## config.mk

```make
export PLATFORM = sky130hd
export DESIGN_NAME = eth_rx_fcs_check
export DESIGN_NICKNAME = d
export VERILOG_FILES = /design/src/rtl/eth_rx_fcs_check.sv
export SDC_FILE = /design/constraint.sdc
export NUM_CORES = 1
export LEC_CHECK = 0
export ABC_CLOCK_PERIOD_IN_PS = 4100
export BUFFER_PORTS_ARGS = -buffer_cell sky130_fd_sc_hd__buf_2
export CELL_PAD_IN_SITES_DETAIL_PLACEMENT = 1
export CELL_PAD_IN_SITES_GLOBAL_PLACEMENT = 1
export CORE_MARGIN = 1.5
export CORE_UTILIZATION = 40
export CTS_CLUSTER_DIAMETER = 120
export CTS_CLUSTER_SIZE = 40
export DETAILED_ROUTE_END_ITERATION = 7
export PLACE_DENSITY_LB_ADDON = 0.1
export SETUP_SLACK_MARGIN = 0.1
export SYNTH_ARGS = -nofsm -noshare
export SYNTH_HDL_FRONTEND = slang
export SYNTH_SLANG_ARGS = --single-unit
```

## constraint.sdc

```tcl
create_clock -name rx_clk -period 4.1 [get_ports rx_clk]
set_clock_uncertainty 0.2 [all_clocks]
set_input_delay 0.41 -clock rx_clk [delete_from_list [all_inputs] [get_ports rx_clk]]
set_output_delay 0.41 -clock rx_clk [all_outputs]
set_load 0.02 [all_outputs]
```

## src/rtl/eth_rx_fcs_check.sv

```systemverilog
// Ethernet receive FCS checker: strips the 4-byte FCS, checks CRC-32 and length, reports status.
// Define ETH_RX_STATS_EN to build the saturating frame counters; otherwise they read as zero.
module eth_rx_fcs_check #(
    parameter int unsigned MIN_LEN = 64,
    parameter int unsigned MAX_LEN = 1518
) (
    input  logic        rx_clk,
    input  logic        rst_int_n,
    input  logic [7:0]  s_axis_tdata,
    input  logic        s_axis_tvalid,
    input  logic        s_axis_tlast,
    input  logic        s_axis_tuser,
    output logic [7:0]  m_axis_tdata,
    output logic        m_axis_tvalid,
    output logic        m_axis_tlast,
    output logic        m_axis_tuser,
    output logic        frame_done,
    output logic [10:0] frame_len,
    output logic [3:0]  frame_status,
    output logic [31:0] rx_fcs,
    output logic [15:0] cnt_ok,
    output logic [15:0] cnt_crc_err,
    output logic [15:0] cnt_len_err,
    output logic [15:0] cnt_runt
);

    localparam logic [31:0] CRC_INIT    = 32'hFFFF_FFFF;
    localparam logic [31:0] CRC_RESIDUE = 32'hDEBB_20E3;
    localparam logic [10:0] LEN_SAT     = 11'h7FF;

    function automatic logic [31:0] crc32_byte(input logic [31:0] crc, input logic [7:0] data);
        logic [31:0] c;
        c = crc ^ {24'd0, data};
        for (int i = 0; i < 8; i++) begin
            c = c[0] ? ((c >> 1) ^ 32'hEDB8_8320) : (c >> 1);
        end
        return c;
    endfunction

    // Shift register: newest byte enters at dl_q[3]; dl_q[0] is the oldest once fill_q == 4.
    logic [7:0]  dl_q [4];
    logic [2:0]  fill_q;
    logic [31:0] crc_q;
    logic [10:0] len_q;
    logic        mac_err_q;

    logic        eof;
    logic [31:0] crc_next;
    logic [10:0] len_next;
    logic        mac_next;
    logic        crc_err;
    logic        len_err;
    logic        runt;
    logic [10:0] payload_len;

    always_comb begin
        eof         = s_axis_tvalid & s_axis_tlast;
        crc_next    = crc32_byte(crc_q, s_axis_tdata);
        len_next    = (len_q == LEN_SAT) ? len_q : len_q + 11'd1;
        mac_next    = mac_err_q | s_axis_tuser;
        crc_err     = (crc_next != CRC_RESIDUE);
        len_err     = (32'(len_next) < MIN_LEN) || (32'(len_next) > MAX_LEN);
        runt        = (len_next <= 11'd4);
        // A saturated total means the true length is unknown, so report the ceiling.
        payload_len = runt ? 11'd0 : ((len_next == LEN_SAT) ? LEN_SAT : len_next - 11'd4);
    end

    always_comb begin
        m_axis_tvalid = s_axis_tvalid && (fill_q == 3'd4);
        m_axis_tdata  = dl_q[0];
        m_axis_tlast  = m_axis_tvalid & s_axis_tlast;
        m_axis_tuser  = m_axis_tlast & (crc_err | len_err | mac_next);
    end

    always_ff @(posedge rx_clk or negedge rst_int_n) begin
        if (!rst_int_n) begin
            for (int i = 0; i < 4; i++) dl_q[i] <= 8'd0;
            fill_q       <= 3'd0;
            crc_q        <= CRC_INIT;
            len_q        <= 11'd0;
            mac_err_q    <= 1'b0;
            frame_done   <= 1'b0;
            frame_len    <= 11'd0;
            frame_status <= 4'd0;
            rx_fcs       <= 32'd0;
        end else begin
            frame_done <= eof;
            if (eof) begin
                for (int i = 0; i < 4; i++) dl_q[i] <= 8'd0;
                fill_q       <= 3'd0;
                crc_q        <= CRC_INIT;
                len_q        <= 11'd0;
                mac_err_q    <= 1'b0;
                frame_len    <= payload_len;
                frame_status <= {runt, len_err, mac_next, crc_err};
                rx_fcs       <= {s_axis_tdata, dl_q[3], dl_q[2], dl_q[1]};
            end else if (s_axis_tvalid) begin
                dl_q[0]   <= dl_q[1];
                dl_q[1]   <= dl_q[2];
                dl_q[2]   <= dl_q[3];
                dl_q[3]   <= s_axis_tdata;
                fill_q    <= (fill_q == 3'd4) ? fill_q : fill_q + 3'd1;
                crc_q     <= crc_next;
                len_q     <= len_next;
                mac_err_q <= mac_next;
            end
        end
    end

`ifdef ETH_RX_STATS_EN
    logic [15:0] cnt_ok_q;
    logic [15:0] cnt_crc_q;
    logic [15:0] cnt_len_q;
    logic [15:0] cnt_runt_q;

    // One counter per frame; MAC errors are booked with CRC errors.
    always_ff @(posedge rx_clk or negedge rst_int_n) begin
        if (!rst_int_n) begin
            cnt_ok_q   <= 16'd0;
            cnt_crc_q  <= 16'd0;
            cnt_len_q  <= 16'd0;
            cnt_runt_q <= 16'd0;
        end else if (eof) begin
            if (runt) begin
                if (cnt_runt_q != 16'hFFFF) cnt_runt_q <= cnt_runt_q + 16'd1;
            end else if (crc_err || mac_next) begin
                if (cnt_crc_q != 16'hFFFF) cnt_crc_q <= cnt_crc_q + 16'd1;
            end else if (len_err) begin
                if (cnt_len_q != 16'hFFFF) cnt_len_q <= cnt_len_q + 16'd1;
            end else begin
                if (cnt_ok_q != 16'hFFFF) cnt_ok_q <= cnt_ok_q + 16'd1;
            end
        end
    end

    assign cnt_ok      = cnt_ok_q;
    assign cnt_crc_err = cnt_crc_q;
    assign cnt_len_err = cnt_len_q;
    assign cnt_runt    = cnt_runt_q;
`else
    assign cnt_ok      = 16'd0;
    assign cnt_crc_err = 16'd0;
    assign cnt_len_err = 16'd0;
    assign cnt_runt    = 16'd0;
`endif

endmodule

```

==> results of run 1 <==
-- final cells by class --
cell class / count / area, sq um
clock buffers: 17 / 425
inverters: 39 / 146
flip-flops and latches: 127 / 3220
fillers: 1946 / 8740
multi-input cells: 520 / 3240
repair buffers: 96 / 552
well taps: 220 / 275
clock inverters: 15 / 169
-- routing by layer --
layer | share of wire | GRT usage
met5 | 0 | 0
met3 | 0.033 | 0.0349
met1 | 0.45 | 0.265
met4 | 0.016 | 0.0669
met2 | 0.50 | 0.350
-- cell families after synthesis --
family,after synthesis,synth area share
adders and majority gates,7,0.0126
AOI/OAI and AO/OA,148,0.133
DFF,127,0.464
muxes,3,0.00451
and+or+nand+nor,214,0.143
other,1,0.000540
buffers and inverters,144,0.117
xor gates and xnor gates,84,0.125
-- flip-flops by register name, indices dropped and copies added (netlist names) --
register,cells
fill_q,3
frame_done,1
len_q,11
m_axis_tdata,8
frame_status,4
crc_q,32
dl_q,24
mac_err_q,1
frame_len,11
rx_fcs,32
-- worst max path at each step --
stage / startpoint / endpoint / slack, ns / depth (start not counted)
finish: crc_q[3] / m_axis_tuser / 0.29 / 9
global placement: s_axis_tdata[2] / m_axis_tuser / 0.39 / 9
global route: crc_q[3] / m_axis_tuser / 0.11 / 9
detailed placement: s_axis_tdata[2] / m_axis_tuser / 0.33 / 9
floorplan: crc_q[0] / m_axis_tuser / 0.86 / 7
CTS: len_q[1] / m_axis_tuser / 0.17 / 9
-- through the flow --
stage	area [sq um]	util	hold WS, ns	cells
after floorplan	7180	-	-0.0856	791
after global placement	7300	0.435	0.254	997
after detailed placement	7300	0.435	0.266	997
after CTS	7930	0.473	0.0281	1031
after global routing	8020	0.479	0.0365	1034
final	8020	0.479	0.0403	1034
-- placed cells by master, fill, tap and decap left out, drive strengths merged, types with 3 or more instances in the layout --
cell,count
nor4,3
ha,7
dfrtp,95
a31oi,5
dfstp,32
xnor2,51
a21oi,38
xor2,30
a31o,8
o22a,8
a211oi,3
o31ai,4
o21ai,39
nor3,7
nor2b,12
nand3,13
clkbuf,17
nand4,5
or4,4
o22ai,24
and3,9
xnor3,3
a22o,9
conb,64
nand2,101
nor2,42
o2111ai,3
inv,47
buf,95
clkinv,6
-- report_power, final --
group	total [W]	internal, W	switching [W]
clock	0.00153	0.000868	0.000657
combinational	0.00262	0.00113	0.00148
sequential	0.00175	0.00156	0.000190
-- critical path: stages (launching register included) --
cell and delay (ns):
dfstp_2 0.54, xnor2_1 0.19, xnor3_2 0.43, or3_1 0.38, or4b_1 0.46, nor4bb_1 0.14, nor4_2 0.21, buf_4 0.16
a31oi_1 0.08, buf_2 0.18
-- what timing repair did --
item | CTS | global route
endpoints found under the hold margin | 59 | 0
endpoints found under the setup margin | 1 | 1
hold buffers | 1 | 0
pin swaps | 1 | 2
gates resized for setup | 4 | 11
buffers inserted | 1 | 3
==> results.yml, run 1 <==
outcome:
  status: "completed"
finish:
  drive_gt1_frac: 0.237
  antennaDiodeCount: 0
  nets: 821
  area_growth_pct: 15.6
cts:
  cts-buffers-inserted: 17
  cts.path.max_buffers: 2
  cts_root_buffer: "clkbuf_16"
  clk_latency_ns: 0.43
  cts_sinks: 127
  cts_htree_levels: 4
  cts_tree: "built"
  clkTransAtPathRegs_ns: 0.07
setup_path:
  end_kind: "output pin"
  reg2reg_to: "frame_len[0]"
  r2r_start: "len_q[1]"
  r2r_cells: 10
  startpoint_type: "flip-flop"
  critPathKind: "reg2out"
  cp.required_ns: 3.49
  rrSetupSlack_ns: 0.67
  critPathMaxFanout: 3
  cp.arrival_ns: 3.20
timing:
  setup_viol: 0
  slew_violations: 0
  relSlewSlack: 0.467
  setup_slack_ns: 0.294
  setup_tns_ns: 0
  rsz0062_at_grt: "false"
  max_freq_mhz: 263
  fin_crit_ns: 3.81
  finalHoldViolations: 0
  tightest_slew_ns: 0.795
  post-route-period-util: 0.928
placed_design:
  gp_congestion: 0.865
  io_buffers: 71
  hpwl_um: 12500
  pre_cts_slack_ns: 0.331
yosys:
  ys_ff_latch: 127
  ys_dominant_reg_cell: "dfrtp_1"
  yosys.area.top_type: "dfrtp_1"
  ys_types: 56
  synth-async-reset-ratio: 1.00
  synth_area_leaders: "dfrtp_1 (34%), dfstp_2 (12%), buf_4 (7.9%), nand2_1 (5.5%), xnor2_1 (5.4%)"
  synth.top_cell.area_share: 0.342
  synthTopCellsByCount: "nand2_1 (101), dfrtp_1 (95), buf_4 (73)"
  syn_avg_cell_area_sq_um: 9.54
  syn_area_sq_um: 6940
  syn_inst: 728
  synth.most_common_cell: "nand2_1"
  synth_edf_count: 0
  yosysSeqAreaShare: 0.464
  yosys_warnings: 0
power_and_ir_drop:
  cellPowerDensity_nw_per_um2: 734
  ir_worst_vdd_mv: 0.433
  p_leak_nw: 3.70
  total_power_w: 0.00589
drt:
  dr_total_vias: 5128
  wirelength_um: 17600
  antenna_left: 0
  wl_per_cell_um: 17.0
  route.detailed.drc: 0
  avgViaCountPerCell: 4.96
  initialDrtViolationCount: 164
  first_pass_iters: 4
grt:
  grt_max_degree: 63
  grt_pass1_wl_um: 28800
  overflow: 0
  antenna_found_initial: 0
  grt_pass1_vias: 5383
  grt_usage: 0.205
floorplanning:
  die_area_sq_um: 18200
  row_count: 47
  ios: 136
  die_width_um: 135
  coreArea_sq_um: 16800
  initial_core_util: 0.414
  die-height_um: 135
worst_hold_path:
  hold_path.class: "in2reg"
  hold_start: "s_axis_tdata[3]"
  min_to: "rx_fcs[27]"
  hold_depth: 3
run:
  cap_violations: 0
No activity file was read; power rests on OpenSTA's default activity.
==> run 2: changes to the inputs <==
BUFFER_PORTS_ARGS = -buffer_cell sky130_fd_sc_hd__buf_4   (was -buffer_cell sky130_fd_sc_hd__buf_2)
==> results.yml, run 2 (synthesis results as in run 1) <==
outcome:
  status: "completed"
setup_path:
  cp.required_ns: 3.49
  startpoint_type: "input port"
  critPathMaxFanout: 3
  critPathKind: "in2out"
  end_kind: "output pin"
  cp.arrival_ns: 3.26
drt:
  first_pass_iters: 4
  wirelength_um: 17800
  route.detailed.drc: 0
  avgViaCountPerCell: 4.98
  antenna_left: 0
  wl_per_cell_um: 17.2
  dr_total_vias: 5136
  initialDrtViolationCount: 225
cts:
  clk_latency_ns: 0.43
  cts.path.max_buffers: 2
  cts_htree_levels: 4
  cts_sinks: 127
  cts-buffers-inserted: 17
  clkTransAtPathRegs_ns: 0.06
  cts_tree: "built"
  cts_root_buffer: "clkbuf_16"
timing:
  slew_violations: 0
  rsz0062_at_grt: "false"
  setup_viol: 0
  setup_tns_ns: 0
  post-route-period-util: 0.943
  max_freq_mhz: 259
  finalHoldViolations: 0
  relSlewSlack: 0.457
  tightest_slew_ns: 0.814
  timing.hold.ws_ns: 0.0282
  fin_crit_ns: 3.87
finish:
  fillers: 1940
  final_cell_mix: "nand2_1 (100), dfrtp_1 (94), buf_4 (90)"
  top_regs: "crc_q (32), rx_fcs (32), dl_q (24)"
  post-route-util: 0.492
  drive_gt1_frac: 0.233
  antennaDiodeCount: 0
  area_growth_pct: 18.8
  nets: 819
  fin_area_sq_um: 8250
  final_common_cell: "nand2_1"
floorplanning:
  die_width_um: 135
  initial_core_util: 0.414
  die_area_sq_um: 18200
  die-height_um: 135
  coreArea_sq_um: 16800
  ios: 136
  row_count: 47
grt:
  grt_usage: 0.205
  top_usage_layer: "met2"
  use_met1: 0.277
  use_met2: 0.336
  grt_pass1_vias: 5249
  overflow: 0
  grt_max_degree: 75
  antenna_found_initial: 0
  use_met3: 0.0405
  grt_pass1_wl_um: 28700
run:
  cap_violations: 0
placed_design:
  gp_congestion: 0.884
  hpwl_um: 12400
  io_buffers: 71
  placed_area_sq_um: 7440
worst_hold_path:
  hold_path.class: "in2reg"
power_and_ir_drop:
  cellPowerDensity_nw_per_um2: 718
  p_leak_nw: 3.73
  ir_worst_vdd_mv: 0.375
[run 2: cell types whose count changed in the layout (fill, tap and decap cells not counted), sizes merged]
cell         change
inv              -2
bufinv           +1
dlygate4sd3      +1
clkinvlp         +1
buf              -3
[run 2: final cells by class]
| cell class | instances | area (sq um) | share of cell area |
|---|---|---|---|
| inverter | 39 | 146 | 0.0178 |
| clock inverter | 15 | 176 | 0.0214 |
| clock buffer | 17 | 425 | 0.0516 |
| timing repair buffer | 94 | 736 | 0.0892 |
| sequential | 127 | 3220 | 0.390 |
| tap | 220 | 275 | 0.0334 |
| multi-input combinational | 520 | 3270 | 0.396 |
[run 2: where the power goes]
group	internal, W	leakage (nW)	switching, W
Clock	0.000916	0.295	0.000628
Combinational	0.00116	1.84	0.00145
Sequential	0.00156	1.59	0.000206
[run 2: repair_timing]
action,in CTS,in global routing
resized for setup,5,13
hold buffers,2,0
setup buffers,1,6
pin swaps,1,3
endpoints found under the hold margin,29,0
endpoints found under the setup margin,1,1
[run 2: worst max-delay path, stage by stage]
cell	delay, ns
dlygate4sd3_1	0.54
buf_4	0.16
xnor2_4	0.16
xnor3_1	0.35
or3_1	0.38
or4b_1	0.47
nor4bb_1	0.17
nor4_2	0.16
buf_4	0.17
a31oi_1	0.10
buf_4	0.18
[run 2: final timing paths]
check	from	to	slack, ns	depth (start not counted)
worst max-delay path	s_axis_tdata[3]	m_axis_tuser	0.23	11
worst min-delay path	s_axis_tdata[4]	rx_fcs[28]	0.03	3
worst max register to register	len_q[0]	frame_len[0]	0.68	10
worst min register to register	rx_fcs[28]	rx_fcs[28]	0.28	2
max in group asynchronous	rst_int_n	dl_q[15]	2.48	3
min in group asynchronous	rst_int_n	len_q[3]	0.40	2
[run 2: metrics by stage]
step | std cells | power (W) | setup slack [ns]
2_1_floorplan | 791 | 0.00357 | 0.859
3_3_place_gp | 991 | 0.00422 | 0.229
3_5_place_dp | 991 | 0.00424 | 0.192
4_1_cts | 1026 | 0.00584 | 0.167
5_1_grt | 1032 | 0.00627 | 0.0961
6_report | 1032 | 0.00592 | 0.233
[run 2: metal layers]
layer  routed length [um]  vias up
met5                    0        -
met2                 8820       98
met4                  178        0
met3                  606       17
li1                     -     2466
met1                 8160     2555
